`src/rtl/atm_multi_session_ctrl.sv`:
```
// Multi-account ATM session controller: card acceptance, PIN check with lockout,
// per-session withdrawal limit, idle timeout and a registered pulse interface.
module atm_multi_session_ctrl #(
  parameter int NUM_CARDS      = 8,
  parameter int CARD_WIDTH     = 3,
  parameter int PASSWORD_WIDTH = 4,
  parameter int BALANCE_WIDTH  = 20,
  parameter int PIN_BASE       = 5,
  parameter int INIT_BALANCE   = 1000,
  parameter int MAX_ATTEMPTS   = 3,
  parameter int WD_LIMIT       = 500,
  parameter int TIMEOUT_CYCLES = 1024
) (
  input  logic                      clk,
  input  logic                      rst,
  input  logic                      card_insert,
  input  logic [CARD_WIDTH-1:0]     card_number,
  input  logic                      password_valid,
  input  logic [PASSWORD_WIDTH-1:0] password_input,
  input  logic                      language,
  input  logic                      op_valid,
  input  logic [1:0]                operation,
  input  logic [BALANCE_WIDTH-1:0]  value,
  input  logic                      another_valid,
  input  logic                      another_service,
  output logic                      card_present,
  output logic                      card_eject,
  output logic                      lang_sel,
  output logic [BALANCE_WIDTH-1:0]  updated_balance,
  output logic                      op_done,
  output logic                      error,
  output logic                      wrong_psw,
  output logic                      card_locked,
  output logic                      timeout
);

  localparam int BW = BALANCE_WIDTH;
  localparam int TW = $clog2(TIMEOUT_CYCLES + 1);
  localparam int AW = $clog2(MAX_ATTEMPTS + 1);

  typedef enum logic [1:0] {IDLE, PIN, MENU, ANOTHER} state_t;

  function automatic logic [PASSWORD_WIDTH-1:0] pin_of(input int idx);
    return PASSWORD_WIDTH'(PIN_BASE + idx);
  endfunction

  state_t                  state, state_next;
  logic [TW-1:0]           timer;
  logic [AW-1:0]           attempts;
  logic [BW-1:0]           withdrawn;
  logic [CARD_WIDTH-1:0]   cur;
  logic [NUM_CARDS-1:0]    locked;
  logic [BW-1:0]           balance [NUM_CARDS];

  logic          card_ok, ins_locked, start_ok, pin_ok, last_try, accept, expire;
  logic [BW-1:0] bal_cur;
  logic [BW:0]   dep_sum, wd_sum;
  logic          dep_ok, wd_ok;

  logic          eject_n, error_n, op_done_n, wrong_n, lock_n, timeout_n;
  logic          upd_we, bal_we, wd_we, lock_set;
  logic [BW-1:0] upd_new;

  assign card_ok    = int'(card_number) < NUM_CARDS;
  assign ins_locked = card_ok && locked[card_number];
  assign start_ok   = card_insert && card_ok && !ins_locked;
  assign pin_ok     = password_input == pin_of(int'(cur));
  assign last_try   = (int'(attempts) + 1) >= MAX_ATTEMPTS;
  assign bal_cur    = balance[cur];
  // One extra bit exposes deposit overflow and keeps the limit sum exact.
  assign dep_sum    = {1'b0, bal_cur} + {1'b0, value};
  assign dep_ok     = !dep_sum[BW];
  assign wd_sum     = {1'b0, withdrawn} + {1'b0, value};
  assign wd_ok      = (value <= bal_cur) && (wd_sum <= (BW+1)'(WD_LIMIT));

  // Only the strobe belonging to the current state counts; others are dropped.
  assign accept = (state == IDLE    && card_insert)    ||
                  (state == PIN     && password_valid) ||
                  (state == MENU    && op_valid)       ||
                  (state == ANOTHER && another_valid);
  assign expire = (state != IDLE) && !accept && (timer == TW'(TIMEOUT_CYCLES - 1));

  always_ff @(posedge clk or posedge rst) begin
    if (rst) state <= IDLE;
    else     state <= state_next;
  end

  always_comb begin
    state_next = state;
    unique case (state)
      IDLE:    if (start_ok) state_next = PIN;
      PIN:     if (password_valid) begin
                 if (pin_ok)        state_next = MENU;
                 else if (last_try) state_next = IDLE;
               end
      MENU:    if (op_valid) state_next = (operation == 2'b11) ? IDLE : ANOTHER;
      ANOTHER: if (another_valid) state_next = another_service ? MENU : IDLE;
      default: state_next = IDLE;
    endcase
    if (expire) state_next = IDLE;
  end

  always_comb begin
    eject_n   = 1'b0;
    error_n   = 1'b0;
    op_done_n = 1'b0;
    wrong_n   = 1'b0;
    lock_n    = 1'b0;
    timeout_n = 1'b0;
    upd_we    = 1'b0;
    bal_we    = 1'b0;
    wd_we     = 1'b0;
    lock_set  = 1'b0;
    upd_new   = bal_cur;
    unique case (state)
      IDLE: if (card_insert) begin
        if (!card_ok)        begin error_n = 1'b1; eject_n = 1'b1; end
        else if (ins_locked) begin lock_n  = 1'b1; eject_n = 1'b1; end
      end
      PIN: if (password_valid && !pin_ok) begin
        wrong_n = 1'b1;
        if (last_try) begin lock_n = 1'b1; eject_n = 1'b1; lock_set = 1'b1; end
      end
      MENU: if (op_valid) begin
        unique case (operation)
          2'b00: begin op_done_n = 1'b1; upd_we = 1'b1; end
          2'b01: if (dep_ok) begin
                   op_done_n = 1'b1; upd_we = 1'b1; bal_we = 1'b1;
                   upd_new   = dep_sum[BW-1:0];
                 end else error_n = 1'b1;
          2'b10: if (wd_ok) begin
                   op_done_n = 1'b1; upd_we = 1'b1; bal_we = 1'b1; wd_we = 1'b1;
                   upd_new   = bal_cur - value;
                 end else error_n = 1'b1;
          default: eject_n = 1'b1;
        endcase
      end
      ANOTHER: if (another_valid && !another_service) eject_n = 1'b1;
      default: ;
    endcase
    if (expire) begin timeout_n = 1'b1; eject_n = 1'b1; end
  end

  for (genvar g = 0; g < NUM_CARDS; g++) begin : g_acct
    always_ff @(posedge clk or posedge rst) begin
      if (rst) begin
        balance[g] <= BW'(INIT_BALANCE);
        locked[g]  <= 1'b0;
      end else if (cur == CARD_WIDTH'(g)) begin
        if (bal_we)   balance[g] <= upd_new;
        if (lock_set) locked[g]  <= 1'b1;
      end
    end
  end

  always_ff @(posedge clk or posedge rst) begin
    if (rst) begin
      timer           <= '0;
      attempts        <= '0;
      withdrawn       <= '0;
      cur             <= '0;
      lang_sel        <= 1'b0;
      card_present    <= 1'b0;
      updated_balance <= '0;
      card_eject      <= 1'b0;
      error           <= 1'b0;
      op_done         <= 1'b0;
      wrong_psw       <= 1'b0;
      card_locked     <= 1'b0;
      timeout         <= 1'b0;
    end else begin
      card_present <= (state_next != IDLE);
      card_eject   <= eject_n;
      error        <= error_n;
      op_done      <= op_done_n;
      wrong_psw    <= wrong_n;
      card_locked  <= lock_n;
      timeout      <= timeout_n;
      // An accepted strobe beats a simultaneous expiry because expire excludes accept.
      if (accept || state_next != state || state == IDLE) timer <= '0;
      else                                                 timer <= timer + TW'(1);
      if (state == IDLE && start_ok) begin
        cur       <= card_number;
        lang_sel  <= language;
        attempts  <= '0;
        withdrawn <= '0;
      end
      if (state == PIN && password_valid) attempts <= pin_ok ? '0 : attempts + AW'(1);
      if (upd_we) updated_balance <= upd_new;
      if (wd_we)  withdrawn <= wd_sum[BW-1:0];
    end
  end

endmodule

```
`config.mk`:
```
export PLATFORM = sky130hd
export DESIGN_NAME = atm_multi_session_ctrl
export DESIGN_NICKNAME = d
export VERILOG_FILES = /design/src/rtl/atm_multi_session_ctrl.sv
export SDC_FILE = /design/constraint.sdc
export NUM_CORES = 1
export LEC_CHECK = 0
export BUFFER_PORTS_ARGS = -buffer_cell sky130_fd_sc_hd__buf_2
export CORE_MARGIN = 8
export CORE_UTILIZATION = 60
export CTS_BUF_LIST = sky130_fd_sc_hd__clkbuf_2
export DETAILED_ROUTE_END_ITERATION = 6
export PLACE_DENSITY = 0.78
export SYNTH_ARGS = -nofsm -noshare
export SYNTH_HDL_FRONTEND = slang
export SYNTH_SLANG_ARGS = --single-unit
```
`constraint.sdc`:
```
create_clock -name clk -period 8.8 [get_ports clk]
set_input_delay 0 -clock clk [delete_from_list [all_inputs] [get_ports clk]]
set_output_delay 0 -clock clk [all_outputs]
set_load 0.01 [all_outputs]
```
==> flow_summary.ini, run 1 <==
[critical_path]
cpLargestDelayFamily = simple AND/OR/NAND/NOR gates
timing.critical_path.depth = 18
critPathMostFrequentCell = sky130_fd_sc_hd__nand2_1
r2r_cell_count = 18
crit_start_category = flop
regToRegEndpoint = withdrawn[4]
setup.worst_path.end_class = flop
timing.critical_path.buf_inv = 4
critPathKind = flop to flop
crit_path_max_fanout = 27
setup.reg_to_reg.worst_slack_ns = 2.52
regToRegStartpoint = cur[1]
cpMaxStageDelayCell = sky130_fd_sc_hd__dfrtp_2
critPathRequiredTime_ns = 9.55
critical_path_s_largest_stage_delay_ns = 0.84
worst_ep_arrival_time_ns = 7.03
crit_chain = buf_4, mux4_2, nand2_1, nand2_1, ha_1, nand4_1, nor4_1, a31o_2, nor3_1, nor4b_1, nand4_1, or3_1, nor2_1, buf_4, nand2_1, dlygate4sd3_1, o21ai_0, dlygate4sd3_1

[layout]
area.growth.synth_to_final_pct = 11.8
drive_above_1_share = 0.299
layout.cells.most_common_list = sky130_fd_sc_hd__dfrtp_1, sky130_fd_sc_hd__mux2_2, sky130_fd_sc_hd__nand2_1
num-nets-final = 1515
multi_input_gate_area_sq_mm = 0.00748
nFillCells = 1712
layout_commonest_cell = sky130_fd_sc_hd__dfrtp_1
postLayoutCoreUtil = 0.686
sequential_cell_area_sq_mm = 0.00592
stdcell_area_sq_mm = 0.0156
final_cell_count_no_fill = 1739

[pwr]
netSwitchingFraction = 0.352
areal_power_density_over_the_cells_mw_per_mm2 = 173
power.total_mw = 2.70
leakagePower_nw = 7.64
ir_worst_vdd_v = 0.000157
pwr-share-seq = 0.462
power_frac_clock = 0.287
power.net_switching_mw = 0.950
p_comb_frac = 0.252
p_int_mw = 1.75

[min_path]
hold_path_startpoint = card_number[2]
worstHoldEndpoint = card_locked
timing.hold.worst.class = input port to flop
min_delay_path_depth = 4

[synthesis]
netlist_instances = 1279
synth.largest_area_cell = sky130_fd_sc_hd__dfrtp_1
yosysSeqAreaShare = 0.425
ys_warn_count = 0
synth_top_flop_cell = sky130_fd_sc_hd__dfrtp_1
netlist_area_sq_mm = 0.0139
syn_avg_cell_area_sq_um = 10.9
ys_types = 71
netlist.area_leader.share = 0.334
synth-edff-count = 0
synthArstFlopShare = 1.00
synth_top_cells_by_area = sky130_fd_sc_hd__dfrtp_1, sky130_fd_sc_hd__mux2_2, sky130_fd_sc_hd__dfstp_2, sky130_fd_sc_hd__mux4_2, sky130_fd_sc_hd__ha_1
ys_ff_latch = 234
synth_fp_nets = 1393

[floorplanning]
core_region_area_sq_mm = 0.0227
io_pins = 65
floorplan.die_area_sq_mm = 0.0283
floorplan.initialDensity = 0.613
dieHeight_um = 168
die_width_um = 168
placementRows = 55

[placed_design]
dpl_cells = 1575
detailedPlace.worstSlack_ns = 2.73
io_buffers = 64
post_dp_cell_area_sq_mm = 0.0145
detailed_place_hpwl_mm = 24.3
gpl.final_weighted_congestion = 0.954

[grt]
pin_count_of_the_biggest_net_entering_global_routing = 103
grt_antenna_before_repair = 1
grt_use_total = 0.252
grt_first_pass_wirelength_mm = 57.6
grt_pass1_vias = 11100
grt.overflow.total = 0

[clock_network]
cts.sink_count = 234
cts_inserted_buffers = 60
cts_tree = done
cts.reportedPaths.clkPinSlew_ns = 0.10
post_cts.resized_instances = 0
cts_max_path_buffers = 3
clk_root_buffer_cell = sky130_fd_sc_hd__clkbuf_2
number_of_levels_the_h_tree_was_split_into = 2
clk_latency_worst_skew_pair_ns = 0.88

[sta]
post-route-period-util = 0.713
setup_viol = 0
hold_viol_final = 0
worst_clock_skew_ns = 0.0695
grt_setup_unrepaired = false
setup_ws_ns = 2.52
setup-tns-final_ns = 0
period_needed_ns = 6.28
fin_worst_hold_slack_ns = 0.195
finalMaxSlewViolations = 0
tightest_pin_transition_ns = 1.15
worst_case_headroom_to_the_max_slew_limit = 0.232
achievable-frequency_ghz = 0.159

[routing]
detail_route.iter0.violations = 978
route.antenna.remaining_nets = 0
detailedRoute.firstPassIterationCount = 7
final_wirelength_mm = 35.3
routed-via-count = 10700
route.detailed.drc = 1
via_per_inst = 6.17
wire_per_inst_um = 20.3

[run_status]
status = complete, but fails checks
violations = DRC

[flow_run]
cap_violations = 0
-- logic make-up (layout without fill, tap and decap cells) --
kind of cell / after synthesis / after routing / synth area share
AND/OR/NAND/NOR: 308 / 308 / 0.103
multiplexers: 217 / 217 / 0.209
other: 0 / 1 / 0
adder cells (fa/ha/maj): 77 / 77 / 0.0708
XOR/XNOR: 41 / 41 / 0.0258
AO/OA/AOI/OAI: 261 / 261 / 0.128
flip-flops: 234 / 234 / 0.425
buffers and inverters: 141 / 315 / 0.0389
-- power by group through the flow --
stage	sequential (mW)	clock [mW]	combinational [mW]
detailed placement	1.27	0	0.644
global route	1.26	0.850	0.744
CTS	1.25	0.798	0.679
global placement	1.26	0	0.624
floorplan	1.20	0	0.497
finish	1.25	0.774	0.680
-- repair_timing --
action | CTS | global route
buffers inserted | 0 | 0
hold buffers | 49 | 0
endpoints found under the hold margin | 150 | 0
-- cell type report --
class                   instances  area share
flip-flops and latches        234       0.380
multi-input cells             904       0.480
inverters                      72      0.0178
clock buffers                  77      0.0247
diodes                          1    0.000161
clock inverters                37      0.0136
well taps                     285      0.0229
repair buffers                129      0.0606
-- worst reg2reg max path: stages, from the launching register on --
cell	delay, ns
sky130_fd_sc_hd__dfrtp_2	0.84
sky130_fd_sc_hd__buf_4	0.42
sky130_fd_sc_hd__mux4_2	0.55
sky130_fd_sc_hd__nand2_1	0.09
sky130_fd_sc_hd__nand2_1	0.11
sky130_fd_sc_hd__ha_1	0.50
sky130_fd_sc_hd__nand4_1	0.28
sky130_fd_sc_hd__nor4_1	0.34
sky130_fd_sc_hd__a31o_2	0.16
sky130_fd_sc_hd__nor3_1	0.06
sky130_fd_sc_hd__nor4b_1	0.45
sky130_fd_sc_hd__nand4_1	0.30
sky130_fd_sc_hd__or3_1	0.46
sky130_fd_sc_hd__nor2_1	0.13
sky130_fd_sc_hd__buf_4	0.22
sky130_fd_sc_hd__nand2_1	0.07
sky130_fd_sc_hd__dlygate4sd3_1	0.56
sky130_fd_sc_hd__o21ai_0	0.08
sky130_fd_sc_hd__dlygate4sd3_1	0.57
-- sequential cells by signal, indices dropped and copies added (netlist names), 2 cells and up --
register / flops
updated_balance: 20
state: 2
attempts: 2
cur: 3
balance: 160
withdrawn: 20
locked: 8
timer: 11
-- metal layers --
metal,vias to the layer above,track usage,share of wire
li1,4931,-,-
met1,5327,0.331,0.43
met2,368,0.400,0.46
met3,96,0.0533,0.065
met4,0,0.105,0.037
met5,-,0,0
-- cell usage after synthesis (6+ instances only) --
cell type                    n
sky130_fd_sc_hd__nor3_1     12
sky130_fd_sc_hd__inv_1      70
sky130_fd_sc_hd__buf_2      10
sky130_fd_sc_hd__dfrtp_1   186
sky130_fd_sc_hd__mux2i_1     8
sky130_fd_sc_hd__o311a_1     7
sky130_fd_sc_hd__mux4_2     42
sky130_fd_sc_hd__xor2_1     13
sky130_fd_sc_hd__mux2_1     10
sky130_fd_sc_hd__nor2_1     70
sky130_fd_sc_hd__a21o_1     21
sky130_fd_sc_hd__nand3_1    24
sky130_fd_sc_hd__ha_1       74
sky130_fd_sc_hd__a221o_1    10
sky130_fd_sc_hd__o21bai_1   13
sky130_fd_sc_hd__and2_1     16
sky130_fd_sc_hd__o21ai_0    44
sky130_fd_sc_hd__o211ai_1   10
sky130_fd_sc_hd__dfstp_2    48
sky130_fd_sc_hd__nand4_1    14
sky130_fd_sc_hd__or3_1       6
sky130_fd_sc_hd__a31oi_1     6
sky130_fd_sc_hd__o31ai_1    15
sky130_fd_sc_hd__mux2_2    157
sky130_fd_sc_hd__and3_1     10
sky130_fd_sc_hd__o21a_1      7
sky130_fd_sc_hd__clkbuf_1   54
sky130_fd_sc_hd__xnor2_1    28
sky130_fd_sc_hd__a21oi_1    66
sky130_fd_sc_hd__a221oi_1    9
sky130_fd_sc_hd__nand2_1   124
-- worst max path at each step --
stage	slack (ns)	end	start
finish	2.52	withdrawn[4]	cur[1]
global route	2.07	withdrawn[0]	cur[1]
CTS	2.58	withdrawn[4]	cur[1]
detailed placement	2.73	balance[108]	cur[1]
global placement	2.88	balance[104]	cur[1]
floorplan	2.46	attempts[0]	rst
Note: power is estimated with default switching activity, not from simulation.
==> inputs of run 2 (changes only) <==
- ABC_AREA: not set -> 1
- clock period: 8.8 -> 6.3 ns (I/O delays scaled with it)
==> flow_summary.ini, run 2 <==
[min_path]
worstHoldEndpoint = attempts[1]
timing.hold.worst.class = input port to flop
hold_path_startpoint = password_valid
min_delay_path_depth = 5

[grt]
grt_antenna_before_repair = 1
grt_use_total = 0.297
pin_count_of_the_biggest_net_entering_global_routing = 161
grt.overflow.total = 0
grt_pass1_vias = 14600
grt_first_pass_wirelength_mm = 74.3

[synthesis]
ys_warn_count = 0
synthArstFlopShare = 1.00
yosysSeqAreaShare = 0.390
synth.most_common_cell = sky130_fd_sc_hd__nand2_1
synth_fp_nets = 2246
netlist.area_leader.share = 0.307
ys_types = 49
ys_ff_latch = 234
syn_avg_cell_area_sq_um = 7.11
synth.largest_area_cell = sky130_fd_sc_hd__dfrtp_1
netlist_instances = 2132
synth_top_flop_cell = sky130_fd_sc_hd__dfrtp_1
synth_top_cells_by_area = sky130_fd_sc_hd__dfrtp_1, sky130_fd_sc_hd__nand2_1, sky130_fd_sc_hd__dfstp_2, sky130_fd_sc_hd__ha_1, sky130_fd_sc_hd__nor2_1
netlist_area_sq_mm = 0.0152
synth-edff-count = 0
synth.top_cells.by_count = sky130_fd_sc_hd__nand2_1, sky130_fd_sc_hd__nor2_1, sky130_fd_sc_hd__dfrtp_1

[floorplanning]
placementRows = 58
core_region_area_sq_mm = 0.0250
die_width_um = 175
floorplan.initialDensity = 0.607
io_pins = 65
floorplan.die_area_sq_mm = 0.0306
dieHeight_um = 175

[critical_path]
regToRegEndpoint = balance[134]
crit_start_category = flop
critPathRequiredTime_ns = 7.03
crit_path_max_fanout = 84
critPathMostFrequentCell = sky130_fd_sc_hd__nand2_1
critical_path_s_largest_stage_delay_ns = 0.68
critPathKind = flop to flop
cpMaxStageDelayCell = sky130_fd_sc_hd__buf_4
crit_chain = buf_4, o21ai_0, o22ai_1, inv_1, o21ai_0, inv_1, ha_1, inv_1, fa_1, a21oi_1, o21ai_1, nand3_1, nand4_1, nand2_1, nor2_1, nand2_1, nor2_4, nand2_2, nand2_4, nand2_8, nor2_8, inv_2, nand2_1, nand2_1
setup.worst_path.end_class = flop
regToRegStartpoint = cur[0]
r2r_cell_count = 24
worst_ep_arrival_time_ns = 6.33
setup.reg_to_reg.worst_slack_ns = 0.70

[sta]
tightest_pin_transition_ns = 0.994
period_needed_ns = 5.60
worst_case_headroom_to_the_max_slew_limit = 0.337
grt_setup_unrepaired = false
fin_worst_hold_slack_ns = 0.122
setup_viol = 0
worst_clock_skew_ns = 0.0957
setup-tns-final_ns = 0
finalMaxSlewViolations = 0
post-route-period-util = 0.888
setup_ws_ns = 0.703
achievable-frequency_ghz = 0.179
hold_viol_final = 0

[placed_design]
io_buffers = 64
detailedPlace.worstSlack_ns = 0.855
post_dp_cell_area_sq_mm = 0.0154
detailed_place_hpwl_mm = 32.0
dpl_cells = 2450
gpl.final_weighted_congestion = 0.949

[layout]
final_cell_count_no_fill = 2613
biggestRegsByFlops = balance x160, updated_balance x20, withdrawn x20
regMostFlops = balance
drive_above_1_share = 0.123
area.growth.synth_to_final_pct = 8.71
stdcell_area_sq_mm = 0.0165
layout.cells.most_common_list = sky130_fd_sc_hd__nand2_1, sky130_fd_sc_hd__nor2_1, sky130_fd_sc_hd__dfrtp_1
largest_register_ffs = 160
num-nets-final = 2347
postLayoutCoreUtil = 0.660
layout_commonest_cell = sky130_fd_sc_hd__nand2_1

[pwr]
p_comb_frac = 0.588
pwr-share-seq = 0.257
leakagePower_nw = 9.14
power.total_mw = 7.05
power_frac_clock = 0.155
power.net_switching_mw = 3.70
areal_power_density_over_the_cells_mw_per_mm2 = 428
p_int_mw = 3.35
ir_worst_vdd_v = 0.000301
netSwitchingFraction = 0.524

[routing]
route.detailed.drc = 0
final_wirelength_mm = 45.6
route.antenna.remaining_nets = 0
detailedRoute.firstPassIterationCount = 5
routed-via-count = 14700
via_per_inst = 5.61
detail_route.iter0.violations = 1422
wire_per_inst_um = 17.4

[clock_network]
cts.reportedPaths.clkPinSlew_ns = 0.12
cts.sink_count = 234
cts_tree = done
cts_inserted_buffers = 60
clk_root_buffer_cell = sky130_fd_sc_hd__clkbuf_2
cts_max_path_buffers = 3
clk_latency_worst_skew_pair_ns = 0.91
number_of_levels_the_h_tree_was_split_into = 2

[run_status]
status = complete, no violations

[flow_run]
cap_violations = 0
## run 2: cell types whose count changed after synthesis, sizes merged, moves of 21 or more
cell / previous run / this run
nor2: 70 / 236
o21ai: 47 / 154
nand2: 124 / 838
o22ai: 5 / 26
mux2: 167 / 0
nand3: 24 / 83
mux4: 42 / 0
buf: 15 / 53
xnor2: 28 / 3
inv: 72 / 188
## run 2: how the worst max path moves through the flow
stage,from,to,slack [ns],cells after the start
5_1_grt,cur[0],balance[138],0.21,24
3_5_place_dp,cur[0],balance[134],0.85,24
3_3_place_gp,cur[0],balance[136],0.92,24
2_1_floorplan,cur[0],balance[38],2.65,24
6_report,cur[0],balance[134],0.70,24
4_1_cts,cur[0],balance[134],0.78,24
## run 2: logic make-up after synthesis
family / after synthesis / synth area share
and+or+nand+nor: 1212 / 0.332
AOI/OAI and AO/OA: 299 / 0.108
buffers and inverters: 277 / 0.0863
DFF: 234 / 0.390
adders and majority gates: 77 / 0.0650
xor gates and xnor gates: 33 / 0.0191
## run 2: critical path: cells and delay by family (launching register included)
kind	cells	cell delay, ns
buf+inv	5	1.25
fa+ha+maj	2	0.43
compound gates	5	1.45
flops	1	0.39
simple gates	12	1.90
## run 2: cell type report
class / instances / area (sq um)
Fill cell: 2241 / 8480
Multi-Input combinational cell: 1621 / 7940
Sequential cell: 234 / 5920
Timing Repair Buffer: 126 / 926
Inverter: 190 / 717
Clock buffer: 93 / 465
Tap cell: 330 / 413
Clock inverter: 18 / 104
Antenna cell: 1 / 2.50
## run 2: power by group through the flow
stage | sequential, mW | combinational, mW | clock, mW
global route | 1.83 | 4.55 | 1.20
CTS | 1.81 | 4.05 | 1.11
floorplan | 1.82 | 2.77 | 0
finish | 1.81 | 4.15 | 1.09
global placement | 1.83 | 3.94 | 0
detailed placement | 1.83 | 3.95 | 0
## run 2: metal layers
metal / track usage / part of all wire / vias up
met5: 0 / 0 / -
met4: 0.132 / 0.042 / 0
met3: 0.0531 / 0.071 / 144
met2: 0.496 / 0.48 / 651
met1: 0.371 / 0.41 / 6864
li1: - / - / 6995
## run 2: what timing repair did
| action | CTS | global route |
|---|---|---|
| gates resized for setup | 0 | 0 |
| buffers inserted | 0 | 0 |
| hold endpoints to repair | 214 | 0 |
| hold buffers | 51 | 0 |
==> inputs of run 3 (changes only) <==
- CTS_BUF_LIST: sky130_fd_sc_hd__clkbuf_2 -> not set
==> flow_summary.ini, run 3 (synthesis results as in run 2) <==
[run_status]
status = complete, no violations

[sta]
period_needed_ns = 5.54
fin_worst_hold_slack_ns = 0.0516
post-route-period-util = 0.880
achievable-frequency_ghz = 0.180
finalMaxSlewViolations = 0
setup_viol = 0
tightest_pin_transition_ns = 0.995
setup-tns-final_ns = 0
worst_case_headroom_to_the_max_slew_limit = 0.336
grt_setup_unrepaired = false
worst_clock_skew_ns = 0.0243
hold_viol_final = 0

[floorplanning]
die_width_um = 175
floorplan.die_area_sq_mm = 0.0306
io_pins = 65
floorplan.initialDensity = 0.607
placementRows = 58
core_region_area_sq_mm = 0.0250
dieHeight_um = 175

[critical_path]
critPathRequiredTime_ns = 6.74
timing.critical_path.depth = 24
cpLargestDelayFamily = simple AND/OR/NAND/NOR gates
crit_path_max_fanout = 62
regToRegEndpoint = balance[82]
worst_ep_arrival_time_ns = 5.98
critical_path_s_largest_stage_delay_ns = 0.69
critPathKind = flop to flop
r2r_cell_count = 24
timing.critical_path.buf_inv = 5
setup.worst_path.end_class = flop
crit_chain = inv_2, o21ai_0, o22ai_1, inv_1, o21ai_0, inv_1, ha_1, inv_1, fa_1, a21oi_1, o21ai_1, nand3_1, nand4_1, nand2_1, nor2_1, nand2_1, nor2_4, nand2_2, nand2_4, nand2_8, nor2_8, inv_2, nand2_1, nand2_1
critPathMostFrequentCell = sky130_fd_sc_hd__nand2_1
crit_end = balance[82]
regToRegStartpoint = cur[0]
setup.reg_to_reg.worst_slack_ns = 0.76
cpMaxStageDelayCell = sky130_fd_sc_hd__inv_2
critical_path.startpoint = cur[0]
crit_start_category = flop

[layout]
layout.cells.most_common_list = sky130_fd_sc_hd__nand2_1, sky130_fd_sc_hd__nor2_1, sky130_fd_sc_hd__dfrtp_1
num-nets-final = 2283
multi_input_gate_area_sq_mm = 0.00794
regMostFlops = balance
area.growth.synth_to_final_pct = 9.36
final_cell_count_no_fill = 2519
nFillCells = 2199
sequential_cell_area_sq_mm = 0.00592
biggestRegsByFlops = balance x160, updated_balance x20, withdrawn x20
largest_register_ffs = 160
antenna_cells_inserted = 0
layout_commonest_cell = sky130_fd_sc_hd__nand2_1
drive_above_1_share = 0.106

[placed_design]
detailed_place_hpwl_mm = 32.0
dpl_cells = 2450
gpl.final_weighted_congestion = 0.949
io_buffers = 64

[clock_network]
number_of_levels_the_h_tree_was_split_into = 1
hold_buffers = 21
cts.reportedPaths.clkPinSlew_ns = 0.07
clk_root_buffer_cell = sky130_fd_sc_hd__clkbuf_16
cts_tree = done
post_cts_setup_repair_bufs = 0
cts.sink_count = 234
post_cts.resized_instances = 0
clk_latency_worst_skew_pair_ns = 0.56
cts_max_path_buffers = 3
cts_inserted_buffers = 26

[routing]
route.antenna.remaining_nets = 0
via_per_inst = 5.70
routed-via-count = 14400
total_length_of_routed_met3_wires_mm = 3.18
detail_route.iter0.violations = 1304
wire_per_inst_um = 18.0
topRoutingLayerUsed = met4
detailedRoute.firstPassIterationCount = 6
route.detailed.drc = 0
route.met2.wl_mm = 21.7
final_wirelength_mm = 45.3
drt-met1-wl_mm = 18.5

[pwr]
power.total_mw = 7.62
areal_power_density_over_the_cells_mw_per_mm2 = 459
leakagePower_nw = 9.06
ir_worst_vdd_v = 0.000299

[flow_run]
cap_violations = 0

[grt]
grt_antenna_before_repair = 0
pin_count_of_the_biggest_net_entering_global_routing = 161
grt_pass1_vias = 14200
grt_use_total = 0.291
grt_first_pass_wirelength_mm = 72.9
grt.overflow.total = 0

[min_path]
timing.hold.worst.class = input port to flop
hold_path_startpoint = password_input[0]
==> run 3: changes by cell type in the layout (fill, tap and decap cells not counted), sizes merged <==
cell	change
bufinv	+4
clkinv	-10
diode	-1
dlygate4sd3	-30
clkinvlp	+4
clkbuf	-61
==> run 3: worst min-delay path: cells and delay by family <==
kind          cells  cell delay [ns]
xor+xnor          1             0.07
buf+inv           2             0.15
simple gates      2             0.34
==> run 3: per-layer routing <==
layer,up-vias,global-route usage
met4,0,0.114
met1,6775,0.373
met5,-,0
met2,620,0.491
met3,132,0.0395
li1,6827,-
==> run 3: how the worst min path moves through the flow <==
stage                        end  cells past startpoint
floorplan               lang_sel                      2
global placement        lang_sel                      3
detailed placement      lang_sel                      3
CTS                        error                      4
global route        withdrawn[6]                      3
finish                 wrong_psw                      5
==> run 3: power by group <==
part | total (mW) | leakage (nW) | internal (mW) | switching [mW]
clock | 1.69 | 0.461 | 1.02 | 0.670
combinational | 4.11 | 5.56 | 1.19 | 2.92
sequential | 1.81 | 3.04 | 1.69 | 0.126
total | 7.62 | 9.06 | 3.90 | 3.72
==> run 3: through the flow <==
step / util / instance area, sq um / worst slack [ns]
after floorplan: - / 15200 / 2.65
after global placement: 0.617 / 15400 / 0.918
after detailed placement: 0.617 / 15400 / 0.855
after CTS: 0.664 / 16600 / 0.857
after global routing: 0.664 / 16600 / 0.240
final: 0.664 / 16600 / 0.759
==> run 3: area by class of cell <==
| cell class | instances | share of cell area |
|---|---|---|
| tap | 330 | 0.0249 |
| sequential | 234 | 0.357 |
| clock buffer | 32 | 0.0430 |
| inverter | 190 | 0.0432 |
| clock inverter | 16 | 0.0155 |
| multi-input combinational | 1621 | 0.479 |
| timing repair buffer | 96 | 0.0377 |
